$ cat src/rtl/iob_fifo_pkg.sv
// iob_fifo_pkg
// Helper functions and derived-width constants shared by the asymmetric
// synchronous FIFO and its lane controller. The DEF_* constants describe
// the default 32-bit write / 8-bit read configuration; modules recompute
// the same quantities from their own parameters with these functions.
package iob_fifo_pkg;

  // Ceiling log2; returns 0 for v <= 1.
  function automatic int clog2(input int v);
    int r;
    r = 0;
    for (int i = 0; i < 31; i++) begin
      if ((32'sd1 <<< i) < v) r = i + 1;
    end
    return r;
  endfunction

  function automatic int min_int(input int a, input int b);
    return (a < b) ? a : b;
  endfunction

  function automatic int max_int(input int a, input int b);
    return (a > b) ? a : b;
  endfunction

  localparam int DEF_W_DATA_W = 32;
  localparam int DEF_R_DATA_W = 8;
  localparam int DEF_ADDR_W   = 4;
  localparam int DEF_MIN_W    = min_int(DEF_W_DATA_W, DEF_R_DATA_W);
  localparam int DEF_MAX_W    = max_int(DEF_W_DATA_W, DEF_R_DATA_W);
  localparam int DEF_R        = DEF_MAX_W / DEF_MIN_W;
  localparam int DEF_RATIO_W  = clog2(DEF_R);
  localparam int DEF_CAP      = (2 ** DEF_ADDR_W) * DEF_R;
  localparam int DEF_LVL_W    = DEF_ADDR_W + DEF_RATIO_W + 1;

endpackage

$ cat src/rtl/bin_counter.sv
// bin_counter
// Free-running binary counter that advances by one when enabled and wraps
// modulo 2^W.
// Ports: clk, rst (async active-high), en_i (advance), cnt_o (count).
module bin_counter #(
  parameter int W = 4
) (
  input  logic         clk,
  input  logic         rst,
  input  logic         en_i,
  output logic [W-1:0] cnt_o
);

  logic [W-1:0] cnt_q;
  logic [W-1:0] cnt_d;

  // Next count.
  always_comb begin
    cnt_d = cnt_q;
    if (en_i) cnt_d = cnt_q + W'(1);
    else      cnt_d = cnt_q;
  end

  // Count register.
  always_ff @(posedge clk or posedge rst) begin
    if (rst) cnt_q <= '0;
    else     cnt_q <= cnt_d;
  end

  assign cnt_o = cnt_q;

endmodule

$ cat src/rtl/dp_ram.sv
// dp_ram
// Simple dual-port memory: one synchronous write port, one combinational
// read port. USE_RAM != 0 leaves the array unreset so it maps onto RAM;
// USE_RAM == 0 builds a reset register array.
// Ports: clk, rst, we_i/waddr_i/wdata_i (write), raddr_i/rdata_o (read).
module dp_ram #(
  parameter int DATA_W  = 32,
  parameter int ADDR_W  = 4,
  parameter int USE_RAM = 1
) (
  input  logic              clk,
  input  logic              rst,
  input  logic              we_i,
  input  logic [ADDR_W-1:0] waddr_i,
  input  logic [DATA_W-1:0] wdata_i,
  input  logic [ADDR_W-1:0] raddr_i,
  output logic [DATA_W-1:0] rdata_o
);

  logic [DATA_W-1:0] mem_q [2**ADDR_W];

  if (USE_RAM != 0) begin : g_ram
    logic rst_unused_s;
    assign rst_unused_s = rst;

    // Write port, no reset so the array stays RAM-mappable.
    always_ff @(posedge clk) begin
      if (we_i) mem_q[waddr_i] <= wdata_i;
    end
  end else begin : g_reg
    // Write port on a reset register array.
    always_ff @(posedge clk or posedge rst) begin
      if (rst) begin
        for (int i = 0; i < 2**ADDR_W; i++) mem_q[i] <= '0;
      end else if (we_i) begin
        mem_q[waddr_i] <= wdata_i;
      end
    end
  end

  assign rdata_o = mem_q[raddr_i];

endmodule

$ cat src/rtl/iob_fifo_lane_ctrl.sv
// iob_fifo_lane_ctrl
// Lane counter plus a MAX_W buffer on the narrow side of the FIFO.
//   UNPACK == 0 (packer): each step stores narrow_i in the current lane;
//     the step on lane R-1 raises mem_en_o and wide_o carries the complete
//     word (buffered lanes with narrow_i on top) for the memory write.
//   UNPACK != 0 (unpacker): a step on lane 0 raises mem_en_o (memory
//     fetch) and latches wide_i; narrow_o is lane 0 of wide_i on lane 0,
//     otherwise the selected lane of the latched word.
// Lane order is little-endian. Ports: clk, rst, step_i, narrow_i, wide_i,
// wide_o, narrow_o, mem_en_o.
module iob_fifo_lane_ctrl
  import iob_fifo_pkg::*;
#(
  parameter int MIN_W  = 8,
  parameter int R      = 4,
  parameter int UNPACK = 1
) (
  input  logic                 clk,
  input  logic                 rst,
  input  logic                 step_i,
  input  logic [MIN_W-1:0]     narrow_i,
  input  logic [MIN_W*R-1:0]   wide_i,
  output logic [MIN_W*R-1:0]   wide_o,
  output logic [MIN_W-1:0]     narrow_o,
  output logic                 mem_en_o
);

  localparam int MAX_W   = MIN_W * R;
  localparam int RATIO_W = clog2(R);
  localparam logic [RATIO_W-1:0] LAST_LANE = RATIO_W'(R - 1);

  logic [RATIO_W-1:0] lane_q;
  logic [RATIO_W-1:0] lane_d;
  logic [MAX_W-1:0]   buf_q;
  logic [MAX_W-1:0]   buf_d;
  logic [MAX_W-1:0]   wide_s;
  logic               inputs_unused_s;

  // Each instance uses only one of the two data inputs.
  assign inputs_unused_s = ^{narrow_i, wide_i};

  // Next lane and buffer contents.
  always_comb begin
    lane_d = lane_q;
    buf_d  = buf_q;
    if (step_i) begin
      lane_d = lane_q + RATIO_W'(1);
      if (UNPACK != 0) begin
        if (lane_q == '0) buf_d = wide_i;
        else              buf_d = buf_q;
      end else begin
        buf_d[lane_q*MIN_W +: MIN_W] = narrow_i;
      end
    end else begin
      lane_d = lane_q;
      buf_d  = buf_q;
    end
  end

  // Lane counter and buffer registers.
  always_ff @(posedge clk or posedge rst) begin
    if (rst) begin
      lane_q <= '0;
      buf_q  <= '0;
    end else begin
      lane_q <= lane_d;
      buf_q  <= buf_d;
    end
  end

  // Complete packed word: buffered lanes with the incoming word in the top lane.
  always_comb begin
    wide_s = buf_q;
    wide_s[MAX_W-1 -: MIN_W] = narrow_i;
  end

  assign wide_o   = wide_s;
  assign narrow_o = (lane_q == '0) ? wide_i[MIN_W-1:0] : buf_q[lane_q*MIN_W +: MIN_W];
  assign mem_en_o = (UNPACK != 0) ? (step_i & (lane_q == '0))
                                  : (step_i & (lane_q == LAST_LANE));

endmodule

$ cat src/rtl/iob_sync_fifo_asym.sv
// iob_sync_fifo_asym
// Single-clock FIFO with independent write and read widths. Storage holds
// 2^ADDR_W words of MAX_W; a lane controller packs narrow writes or unpacks
// wide words for narrow reads. Occupancy (level) counts MIN_W units, and
// packed-but-uncommitted words are included in it.
// Ports: clk, rst (async active-high), w_en/w_data/w_full (write side),
// r_en/r_data/r_empty (read side, r_data registered, 1-cycle latency),
// level (occupancy in MIN_W units).
// Macro IOB_SFIFO_ALMOST_EN adds registered almost_full/almost_empty.
module iob_sync_fifo_asym
  import iob_fifo_pkg::*;
#(
  parameter int W_DATA_W         = 32,
  parameter int R_DATA_W         = 8,
  parameter int ADDR_W           = 4,
  parameter int USE_RAM          = 1,
  parameter int ALMOST_FULL_LVL  = 56,
  parameter int ALMOST_EMPTY_LVL = 8,
  localparam int MIN_W   = min_int(W_DATA_W, R_DATA_W),
  localparam int MAX_W   = max_int(W_DATA_W, R_DATA_W),
  localparam int R       = MAX_W / MIN_W,
  localparam int RATIO_W = clog2(R),
  localparam int CAP     = (2 ** ADDR_W) * R,
  localparam int LVL_W   = ADDR_W + RATIO_W + 1,
  localparam int WR      = W_DATA_W / MIN_W,
  localparam int RR      = R_DATA_W / MIN_W
) (
  input  logic                clk,
  input  logic                rst,
  input  logic                w_en,
  input  logic [W_DATA_W-1:0] w_data,
  output logic                w_full,
  input  logic                r_en,
  output logic [R_DATA_W-1:0] r_data,
  output logic                r_empty,
  output logic [LVL_W-1:0]    level
`ifdef IOB_SFIFO_ALMOST_EN
  ,
  output logic                almost_full,
  output logic                almost_empty
`endif
);

  localparam logic [LVL_W-1:0] FULL_THR = LVL_W'(CAP - WR);
  localparam logic [LVL_W-1:0] WR_L     = LVL_W'(WR);
  localparam logic [LVL_W-1:0] RR_L     = LVL_W'(RR);

  logic                w_acc_s;
  logic                r_acc_s;
  logic [LVL_W-1:0]    level_q;
  logic [LVL_W-1:0]    level_d;
  logic [R_DATA_W-1:0] r_data_q;
  logic [R_DATA_W-1:0] r_data_d;
  logic [R_DATA_W-1:0] rd_word_s;
  logic                ram_we_s;
  logic [MAX_W-1:0]    ram_wdata_s;
  logic [MAX_W-1:0]    ram_rdata_s;
  logic                rptr_en_s;
  logic [ADDR_W-1:0]   wptr_s;
  logic [ADDR_W-1:0]   rptr_s;

  // Flags come straight from the registered level.
  assign w_full  = (level_q > FULL_THR);
  assign r_empty = (level_q < RR_L);
  assign w_acc_s = w_en & ~w_full;
  assign r_acc_s = r_en & ~r_empty;

  // Next occupancy; both terms apply on a simultaneous read and write.
  always_comb begin
    level_d = level_q;
    if (w_acc_s && r_acc_s) level_d = level_q + WR_L - RR_L;
    else if (w_acc_s)       level_d = level_q + WR_L;
    else if (r_acc_s)       level_d = level_q - RR_L;
    else                    level_d = level_q;
  end

  // Read data register: holds until the next accepted read.
  always_comb begin
    r_data_d = r_data_q;
    if (r_acc_s) r_data_d = rd_word_s;
    else         r_data_d = r_data_q;
  end

  // Occupancy and read data registers.
  always_ff @(posedge clk or posedge rst) begin
    if (rst) begin
      level_q  <= '0;
      r_data_q <= '0;
    end else begin
      level_q  <= level_d;
      r_data_q <= r_data_d;
    end
  end

  assign level  = level_q;
  assign r_data = r_data_q;

  if (W_DATA_W < R_DATA_W) begin : g_pack
    logic [MIN_W-1:0] narrow_unused_s;

    iob_fifo_lane_ctrl #(.MIN_W(MIN_W), .R(R), .UNPACK(0)) u_lane (
      .clk      (clk),
      .rst      (rst),
      .step_i   (w_acc_s),
      .narrow_i (w_data),
      .wide_i   ({MAX_W{1'b0}}),
      .wide_o   (ram_wdata_s),
      .narrow_o (narrow_unused_s),
      .mem_en_o (ram_we_s)
    );
    assign rd_word_s = ram_rdata_s;
    assign rptr_en_s = r_acc_s;
  end else if (W_DATA_W > R_DATA_W) begin : g_unpack
    logic [MAX_W-1:0] wide_unused_s;

    iob_fifo_lane_ctrl #(.MIN_W(MIN_W), .R(R), .UNPACK(1)) u_lane (
      .clk      (clk),
      .rst      (rst),
      .step_i   (r_acc_s),
      .narrow_i ({MIN_W{1'b0}}),
      .wide_i   (ram_rdata_s),
      .wide_o   (wide_unused_s),
      .narrow_o (rd_word_s),
      .mem_en_o (rptr_en_s)
    );
    assign ram_wdata_s = w_data;
    assign ram_we_s    = w_acc_s;
  end else begin : g_equal
    assign ram_wdata_s = w_data;
    assign ram_we_s    = w_acc_s;
    assign rd_word_s   = ram_rdata_s;
    assign rptr_en_s   = r_acc_s;
  end

  bin_counter #(.W(ADDR_W)) u_wptr (
    .clk   (clk),
    .rst   (rst),
    .en_i  (ram_we_s),
    .cnt_o (wptr_s)
  );

  bin_counter #(.W(ADDR_W)) u_rptr (
    .clk   (clk),
    .rst   (rst),
    .en_i  (rptr_en_s),
    .cnt_o (rptr_s)
  );

  dp_ram #(.DATA_W(MAX_W), .ADDR_W(ADDR_W), .USE_RAM(USE_RAM)) u_ram (
    .clk     (clk),
    .rst     (rst),
    .we_i    (ram_we_s),
    .waddr_i (wptr_s),
    .wdata_i (ram_wdata_s),
    .raddr_i (rptr_s),
    .rdata_o (ram_rdata_s)
  );

`ifdef IOB_SFIFO_ALMOST_EN
  localparam logic [LVL_W-1:0] AF_L = LVL_W'(ALMOST_FULL_LVL);
  localparam logic [LVL_W-1:0] AE_L = LVL_W'(ALMOST_EMPTY_LVL);

  logic almost_full_q;
  logic almost_empty_q;

  // Threshold flags, computed from the next level so they move with level.
  always_ff @(posedge clk or posedge rst) begin
    if (rst) begin
      almost_full_q  <= 1'b0;
      almost_empty_q <= 1'b1;
    end else begin
      almost_full_q  <= (level_d >= AF_L);
      almost_empty_q <= (level_d <= AE_L);
    end
  end

  assign almost_full  = almost_full_q;
  assign almost_empty = almost_empty_q;
`endif

endmodule
$ cat config.mk
export PLATFORM = sky130hd
export DESIGN_NAME = iob_sync_fifo_asym
export DESIGN_NICKNAME = d
export VERILOG_FILES = /design/src/rtl/iob_fifo_pkg.sv /design/src/rtl/bin_counter.sv /design/src/rtl/dp_ram.sv /design/src/rtl/iob_fifo_lane_ctrl.sv /design/src/rtl/iob_sync_fifo_asym.sv
export SDC_FILE = /design/constraint.sdc
export NUM_CORES = 1
export LEC_CHECK = 0
export ABC_CLOCK_PERIOD_IN_PS = 5950
export BUFFER_PORTS_ARGS = -buffer_cell sky130_fd_sc_hd__buf_2
export CAP_MARGIN = 20
export CORE_ASPECT_RATIO = 0.7
export CORE_UTILIZATION = 45
export CTS_CLUSTER_SIZE = 40
export DETAILED_ROUTE_END_ITERATION = 16
export PLACE_DENSITY = 0.7
export SLEW_MARGIN = 20
export SYNTH_ARGS = -nofsm -noshare
export SYNTH_HDL_FRONTEND = slang
export SYNTH_HIERARCHICAL = 1
export SYNTH_SLANG_ARGS = --single-unit
export TNS_END_PERCENT = 20
$ cat constraint.sdc
create_clock -name clk -period 5.95 [get_ports clk]
set_input_delay 1.4875 -clock clk [delete_from_list [all_inputs] [get_ports clk]]
set_output_delay 1.4875 -clock clk [all_outputs]
set_load 0.02 [all_outputs]
# Yosys cells after proc, flatten, opt, wreduce, memory -nomap -nowiden
# Memories as Yosys holds them, arrays and structs flattened.
# Cells that the tools add are included.
# Widths: inputs -> output; s select.
[word_totals]
ff_bits = 57
ramBits = 512
in_bits = 36
output_inout_bits = 17
wordCells = 31
n_memories = 1
[memory_table]
columns = ["memory", "depth", "width", "rd", "rd_clocked_by_memory_dff", "wr", "line", "rtl"]
rows = [
  ["u_ram.mem_q", 16, 32, 1, 0, 1, "dp_ram.sv:20", "logic [DATA_W-1:0] mem_q [2**ADDR_W];"],
]
[op_classes]
addsub = 6
magnitude_cmp = 2
n_shift = 1
mux = 6
bitwise = 5
reduce_logical = 4
[ops]
columns = ["operator", "count"]
rows = [
  ["$shiftx 32x6->8", 1],
  ["$mux 7", 3],
  ["$sub 7x1->7 const B", 2],
  ["$add 4x1->4 const B", 2],
  ["$mux 8", 1],
  ["$add 7x3->7 const B", 1],
  ["$gt 7x6->1 const B", 1],
  ["$lt 7x1->1 const B", 1],
  ["$and 1x1->1", 3],
  ["$reduce_bool 3->1", 1],
  ["$add 2x1->2 const B", 1],
  ["$logic_not 2->1", 1],
  ["$mux 1", 2],
  ["$not 1->1", 2],
  ["$reduce_and 2->1", 1],
  ["$logic_and 1x1->1", 1],
]

# Logic depth before layout (Yosys ltp)
# Gate-level depths: netlist of run 1.
[depth]
word_depth = 6
depth_mapped = 11
ltp_nobuf = 8

# By module
# The synthesis of run 1 kept the hierarchy.
[modules_own_cells]
columns = ["module", "n_inst", "cells_per_inst", "area_per_inst_um2", "seq_area_each_um2"]
rows = [
  ["dp_ram", 1, 806, 19213.4, 15374.7],
  ["iob_fifo_lane_ctrl", 1, 166, 1974.4, 850.8],
  ["iob_sync_fifo_asym", 1, 112, 914.6, 375.4],
  ["bin_counter", 2, 12, 163.9, 100.1],
]

# Worst setup path after synthesis of run 1
# OpenSTA, ideal clock, no wires.
[synth_path]
path_type = "in2reg"
start = "in w_en"
end = "mem u_ram.mem_q[0][0], enable pin"
setup_ns = 0.461
t_arrival_ns = 4.668
required_ns = 5.489
setup_slack_ns = 0.821
stages = 5
n_path_buf = 0
path_cell_list = "nand2b_1 -> a31o_4 -> inv_2 -> or3b_2 -> nor3_1"
[synth_between]
elab_chain_cells = 3
[synth_lines]
columns = ["item", "line", "rtl"]
rows = [
  ["start: declaration", "iob_sync_fifo_asym.sv:30", "input logic w_en,"],
  ["$and 1x1->1", "iob_sync_fifo_asym.sv:65", "assign w_acc_s = w_en & ~w_full;"],
  ["via ram_we_s", "iob_sync_fifo_asym.sv:55", "logic ram_we_s;"],
  ["$mux 1", "dp_ram.sv:28", "if (we_i) mem_q[waddr_i] <= wdata_i;"],
  ["$mux 1 (not written as such)", "dp_ram.sv:28", ""],
  ["end: declaration", "dp_ram.sv:20", ""],
]
# The timed path passes the listed nets, and every way through them passes these cells.

# Worst setup path after layout of run 1
[layout_path]
start = "reg level_q[2], in the netlist level[2]"
end = "mem u_ram.mem_q[0][8], enable pin"
[layout_between]
elab_chain_cells = 5
[layout_lines]
columns = ["item", "line", "rtl"]
rows = [
  ["start: declaration", "iob_sync_fifo_asym.sv:50", "logic [LVL_W-1:0] level_q;"],
  ["start signal: assignment", "iob_sync_fifo_asym.sv:90", "level_q <= level_d;"],
  ["$gt 7x6->1", "iob_sync_fifo_asym.sv:63", "assign w_full = (level_q > FULL_THR);"],
  ["$not 1->1", "iob_sync_fifo_asym.sv:65", ""],
  ["$and 1x1->1", "iob_sync_fifo_asym.sv:65", ""],
  ["via ram_we_s", "iob_sync_fifo_asym.sv:55", ""],
  ["$mux 1", "dp_ram.sv:28", ""],
  ["$mux 1 (not written as such)", "dp_ram.sv:28", ""],
]
# The timed path passes the listed nets, and every way through them passes these cells.

==> results of run 1 <==
[sequential cells by signal, indices dropped and copies added (netlist names)]
register	count
level	7
r_data	8
u_wptr/cnt_o	4
g_unpack.u_lane/lane_q	2
u_ram/mem_q	512
g_unpack.u_lane/buf_q	32
u_rptr/cnt_o	4
[routing by layer]
metal | up-vias | wire length, um
li1 | 4534 | -
met1 | 5855 | 23300
met2 | 431 | 20400
met3 | 62 | 5090
met4 | 0 | 636
met5 | - | 0
[area by class of cell]
type | count | area [sq um] | area share
timing repair buffer | 70 | 498 | 0.0200
inverter | 23 | 86.3 | 0.00346
clock inverter | 31 | 310 | 0.0124
clock buffer | 62 | 1340 | 0.0536
sequential | 569 | 16800 | 0.673
tap | 655 | 820 | 0.0328
antenna | 4 | 10.0 | 0.000401
multi-input combinational | 425 | 5090 | 0.204
[layout by cell type (no fill, tap or decap), types with 8 or more instances in the layout]
cell type  count
xnor2_1        8
clkbuf_1       9
mux2i_1        8
nor2_4        13
a22oi_1       64
edfxtp_1     512
inv_1         22
nand2_1       79
ha_1           8
mux2_4        23
buf_2         52
a211oi_1       8
a221oi_1       8
o21ai_0       13
clkinv_2      15
dfrtp_1       55
buf_4         11
mux4_2       128
clkbuf_16     51
[power by group through the flow]
stage                     sequential, mW  combinational [mW]  clock, mW
after global placement              5.33                3.38          0
final                               5.27                3.50       3.27
after detailed placement            5.35                3.45          0
after global routing                5.32                3.74       3.47
after floorplan                     5.10                2.53          0
after CTS                           5.27                3.47       3.32
[stage by stage]
stage	hold slack (ns)	cell area, sq um
finish	0.487	25000
CTS	0.487	24800
global route	0.514	24900
floorplan	0.449	22200
detailed placement	0.474	23200
global placement	0.460	23200
[critical path, delay by kind of cell (launching register included)]
family / cells / cell delay, ns
simple gates: 3 / 1.55
flops: 1 / 0.59
buf+inv: 2 / 0.54
fa+ha+maj: 1 / 0.36
compound gates: 1 / 0.30
[worst paths after layout]
kind                            slack (ns)                                 start                              endpoint
worst max-delay path                  2.30                  level[2]$_DFFE_PP0P_           u_ram/mem_q[0][8]$_DFFE_PP_
worst max register to register        2.30                  level[2]$_DFFE_PP0P_           u_ram/mem_q[0][8]$_DFFE_PP_
max in group asynchronous             4.49                                   rst                 r_data[3]$_DFFE_PP0P_
worst min register to register        0.49  g_unpack.u_lane/buf_q[3]$_DFFE_PP0P_  g_unpack.u_lane/buf_q[3]$_DFFE_PP0P_
worst min-delay path                  0.49  g_unpack.u_lane/buf_q[3]$_DFFE_PP0P_  g_unpack.u_lane/buf_q[3]$_DFFE_PP0P_
min in group asynchronous             0.85                                   rst           u_rptr/cnt_o[3]$_DFFE_PP0P_
==> flow_summary.json, run 1 <==
{
  "outcome": "complete, no violations",
  "cts.path.max_buffers": 3,
  "final_layout_size_suffix_gt1_frac": 0.280,
  "h-tree-depth": 2,
  "dieArea_sq_um": 50200,
  "first_iter_violations": 1341,
  "met1_usage": 0.332,
  "boundaryPins": 53,
  "hold_path.class": "reg -> reg",
  "fp.dieW_um": 267,
  "p_switching_mw": 3.88,
  "drv_cap": 0,
  "final_cell_count_no_fill": 1839,
  "worstMarginPinSlew_ns": 1.09,
  "use_met3": 0.0586,
  "cts_buffers": 50,
  "p_leak_nw": 8.31,
  "post_cts_resized": 0,
  "netlist_area_sq_um": 22200,
  "slew_violations": 0,
  "vias": 10882,
  "worstPathArrival_ns": 3.92,
  "grt_busiest_layer": "met1",
  "cp.required_ns": 6.22,
  "finalSetupViolCount": 0,
  "drc": 0,
  "startpoint_type": "flip-flop",
  "antenna_found_initial": 1,
  "place.gp.congestion": 0.841,
  "tns_ns": 0,
  "postCtsHoldBufs": 0,
  "path_class": "reg -> reg",
  "grt_util_met2": 0.261,
  "switching_share": 0.322,
  "relSlewSlack": 0.272,
  "avgViaCountPerCell": 5.92,
  "total_power_mw": 12.0,
  "setup_ws_ns": 2.30,
  "p_int_mw": 8.17,
  "final_hold_viol_count": 0,
  "post-cts-setup-buffers": 0,
  "n_fill_cell": 3784,
  "dpl_worst_slack_ns": 1.78,
  "clk_pin_slew_worst_paths_ns": 0.06,
  "io_buffers": 52,
  "syn_inst": 1075,
  "maxClockFrequency_mhz": 274,
  "finalClockSkew_ns": 0.0154,
  "first_pass_iters": 6,
  "postRouteAntennaNets": 0,
  "rr_worst_depth": 7,
  "clkLatencyLatePin_ns": 0.58,
  "clock-sinks": 569,
  "wl_um": 49500,
  "grt_pass1_vias": 10595,
  "fp-row-count": 67,
  "syn_area_per_cell_sq_um": 20.6,
  "ys_warn_count": 6,
  "critPathMaxFanout": 22,
  "core_area_sq_um": 48300,
  "cts_tree": "yes",
  "pwr-share-clk": 0.272,
  "path_cells": "ha_1, nand2_1, a31o_4, inv_2, or3b_2, nor3_2, buf_12",
  "hpwl_um": 31200,
  "rsz0062_at_grt": "no",
  "min_path_cells": 2,
  "grt_usage": 0.200,
  "die_h_um": 188,
  "gr-total-overflow": 0,
  "wl_per_cell_um": 26.9,
  "grt_pass1_wl_um": 72000,
  "syn_nets": 1119,
  "crit_slowest_cell": "nor3_2",
  "cpPeakStageDelay_ns": 0.80,
  "end_kind": "flip-flop",
  "dp_cells": 1737,
  "area_growth_pct": 12.5,
  "grt_max_degree": 65,
  "cts_root_buf": "clkbuf_16",
  "seqPwrFrac": 0.437,
  "final_util": 0.517,
  "power_density_nw_per_um2": 483,
  "ir_drop_mv": 0.234,
  "start_util": 0.459,
  "final.min_clock_period_ns": 3.65,
  "pwr-share-comb": 0.291,
  "min_period_over_period": 0.613,
  "fin_nets": 1183
}
Power figures use the tool's default switching activity.
==> run 2: changes to the inputs <==
ABC_AREA = 1   (was default)
ABC_CLOCK_PERIOD_IN_PS = 3100   (was 5950)
PLACE_DENSITY = 0.72   (was 0.7)
clock period = 3.1 ns   (was 5.95 ns; I/O delays follow)
==> flow_summary.json, run 2 <==
{
  "regArea_sq_um": 16800,
  "place.gp.congestion": 0.887,
  "grt_max_degree": 173,
  "post-cts-setup-buffers": 0,
  "dp_cells": 3231,
  "path_class": "reg -> reg",
  "power_density_nw_per_um2": 895,
  "total_power_mw": 25.1,
  "core_area_sq_um": 55600,
  "clock-sinks": 569,
  "cts_buffers": 52,
  "cp.required_ns": 3.34,
  "drc": 0,
  "die_h_um": 201,
  "pwr-share-comb": 0.370,
  "syn_inst": 2517,
  "syn_nets": 2561,
  "slew_violations": 0,
  "ir_drop_mv": 0.863,
  "startpoint_type": "flip-flop",
  "drv_cap": 0,
  "most-common-layout-cells": "nand2_1, edfxtp_1, inv_1",
  "min_period_over_period": 0.879,
  "critPathMaxFanout": 21,
  "outcome": "complete, no violations",
  "boundaryPins": 53,
  "maxClockFrequency_mhz": 367,
  "worstMarginPinSlew_ns": 0.916,
  "fin_nets": 2589,
  "dpl_worst_slack_ns": 0.410,
  "relSlewSlack": 0.389,
  "multi_input_area_sq_um": 6170,
  "pwr-share-clk": 0.244,
  "vias": 16934,
  "cts_root_buf": "clkbuf_16",
  "first_iter_violations": 2002,
  "avgViaCountPerCell": 5.10,
  "design_area_sq_um": 28100,
  "r2r_end": "u_ram/mem_q[13][6]$_DFFE_PP_",
  "gr-total-overflow": 0,
  "fp.dieW_um": 286,
  "rr_worst_depth": 8,
  "ys_warn_count": 6,
  "seqPwrFrac": 0.386,
  "antenna_found_initial": 0,
  "start_util": 0.458,
  "final_common_cell": "nand2_1",
  "first_pass_iters": 6,
  "io_buffers": 52,
  "final.min_clock_period_ns": 2.73,
  "hpwl_um": 35000,
  "r2r_start": "level[3]$_DFFE_PP0P_",
  "syn_area_per_cell_sq_um": 10.1,
  "p_int_mw": 15.3,
  "cts.path.max_buffers": 3,
  "wl_per_cell_um": 18.0,
  "end_kind": "flip-flop",
  "placed_area_sq_um": 26500,
  "rsz0062_at_grt": "no",
  "finalClockSkew_ns": 0.0107,
  "final_cell_count_no_fill": 3323,
  "fp-row-count": 72,
  "setup_ws_ns": 0.374,
  "postCtsHoldBufs": 0,
  "crit_start": "level[3]$_DFFE_PP0P_",
  "p_switching_mw": 9.80,
  "netlist_area_sq_um": 25500,
  "antenna_cells": 0,
  "p_leak_nw": 12.2,
  "area_growth_pct": 10.2,
  "largest_reg_flops": 512,
  "dieArea_sq_um": 57600,
  "switching_share": 0.390,
  "largest_register": "u_ram/mem_q",
  "h-tree-depth": 2,
  "post_cts_resized": 0,
  "cp-endpoint": "u_ram/mem_q[13][6]$_DFFE_PP_",
  "final_hold_viol_count": 0,
  "postRouteAntennaNets": 0,
  "worstPathArrival_ns": 2.96,
  "cts_tree": "yes",
  "rrSetupSlack_ns": 0.37,
  "clkLatencyLatePin_ns": 0.59,
  "hold_path.class": "in -> async",
  "grt_usage": 0.210,
  "clk_pin_slew_worst_paths_ns": 0.07,
  "final_layout_size_suffix_gt1_frac": 0.0910,
  "n_fill_cell": 4816,
  "wl_um": 59900,
  "grt_pass1_vias": 16459,
  "final_util": 0.505,
  "grt_pass1_wl_um": 93800,
  "finalSetupViolCount": 0
}
[run 2: critical path, stage by stage (launching register included)]
cell     delay [ns]
dfrtp_1        0.53
ha_1           0.32
nand3_1        0.13
nand3_2        0.12
nand3_4        0.15
inv_4          0.19
nand3_1        0.34
nor2_4         0.20
buf_4          0.38
[run 2: how the worst min path moves through the flow]
| stage | start | to | slack [ns] | cells past startpoint |
|---|---|---|---|---|
| floorplan | g_unpack.u_lane/buf_q[25]$_DFFE_PP0P_ | g_unpack.u_lane/buf_q[25]$_DFFE_PP0P_ | 0.49 | 2 |
| global placement | r_data[1]$_DFFE_PP0P_ | r_data[1]$_DFFE_PP0P_ | 0.47 | 2 |
| detailed placement | r_data[2]$_DFFE_PP0P_ | r_data[2]$_DFFE_PP0P_ | 0.48 | 2 |
| CTS | rst | u_wptr/cnt_o[1]$_DFFE_PP0P_ | 0.1 | 2 |
| global route | rst | u_wptr/cnt_o[1]$_DFFE_PP0P_ | 0.12 | 2 |
| finish | rst | u_wptr/cnt_o[1]$_DFFE_PP0P_ | 0.11 | 2 |
[run 2: routing by layer]
layer | GRT usage | part of all wire | vias up
li1 | - | - | 8091
met1 | 0.311 | 0.45 | 8131
met2 | 0.320 | 0.44 | 628
met3 | 0.0400 | 0.083 | 84
met4 | 0.0504 | 0.021 | 0
met5 | 0 | 0 | -
[run 2: area by class of cell]
cell class / instances / share of cell area
Sequential cell: 569 / 0.599
Multi-Input combinational cell: 1370 / 0.220
Inverter: 457 / 0.0617
Clock buffer: 64 / 0.0480
Tap cell: 740 / 0.0330
Timing Repair Buffer: 95 / 0.0297
Clock inverter: 28 / 0.00887
[run 2: power by group through the flow]
stage / logic [mW] / clock network (mW) / registers [mW]
6_report: 9.30 / 6.14 / 9.70
5_1_grt: 10.2 / 6.54 / 9.77
4_1_cts: 9.24 / 6.24 / 9.69
3_5_place_dp: 9.19 / 0 / 9.85
3_3_place_gp: 8.98 / 0 / 9.80
2_1_floorplan: 6.63 / 0 / 9.80
[run 2: metrics by stage]
step,setup TNS [ns],hold WS (ns)
2_1_floorplan,-80.73,0.486
3_3_place_gp,0,0.468
3_5_place_dp,0,0.485
4_1_cts,0,0.0985
5_1_grt,0,0.118
6_report,0,0.110
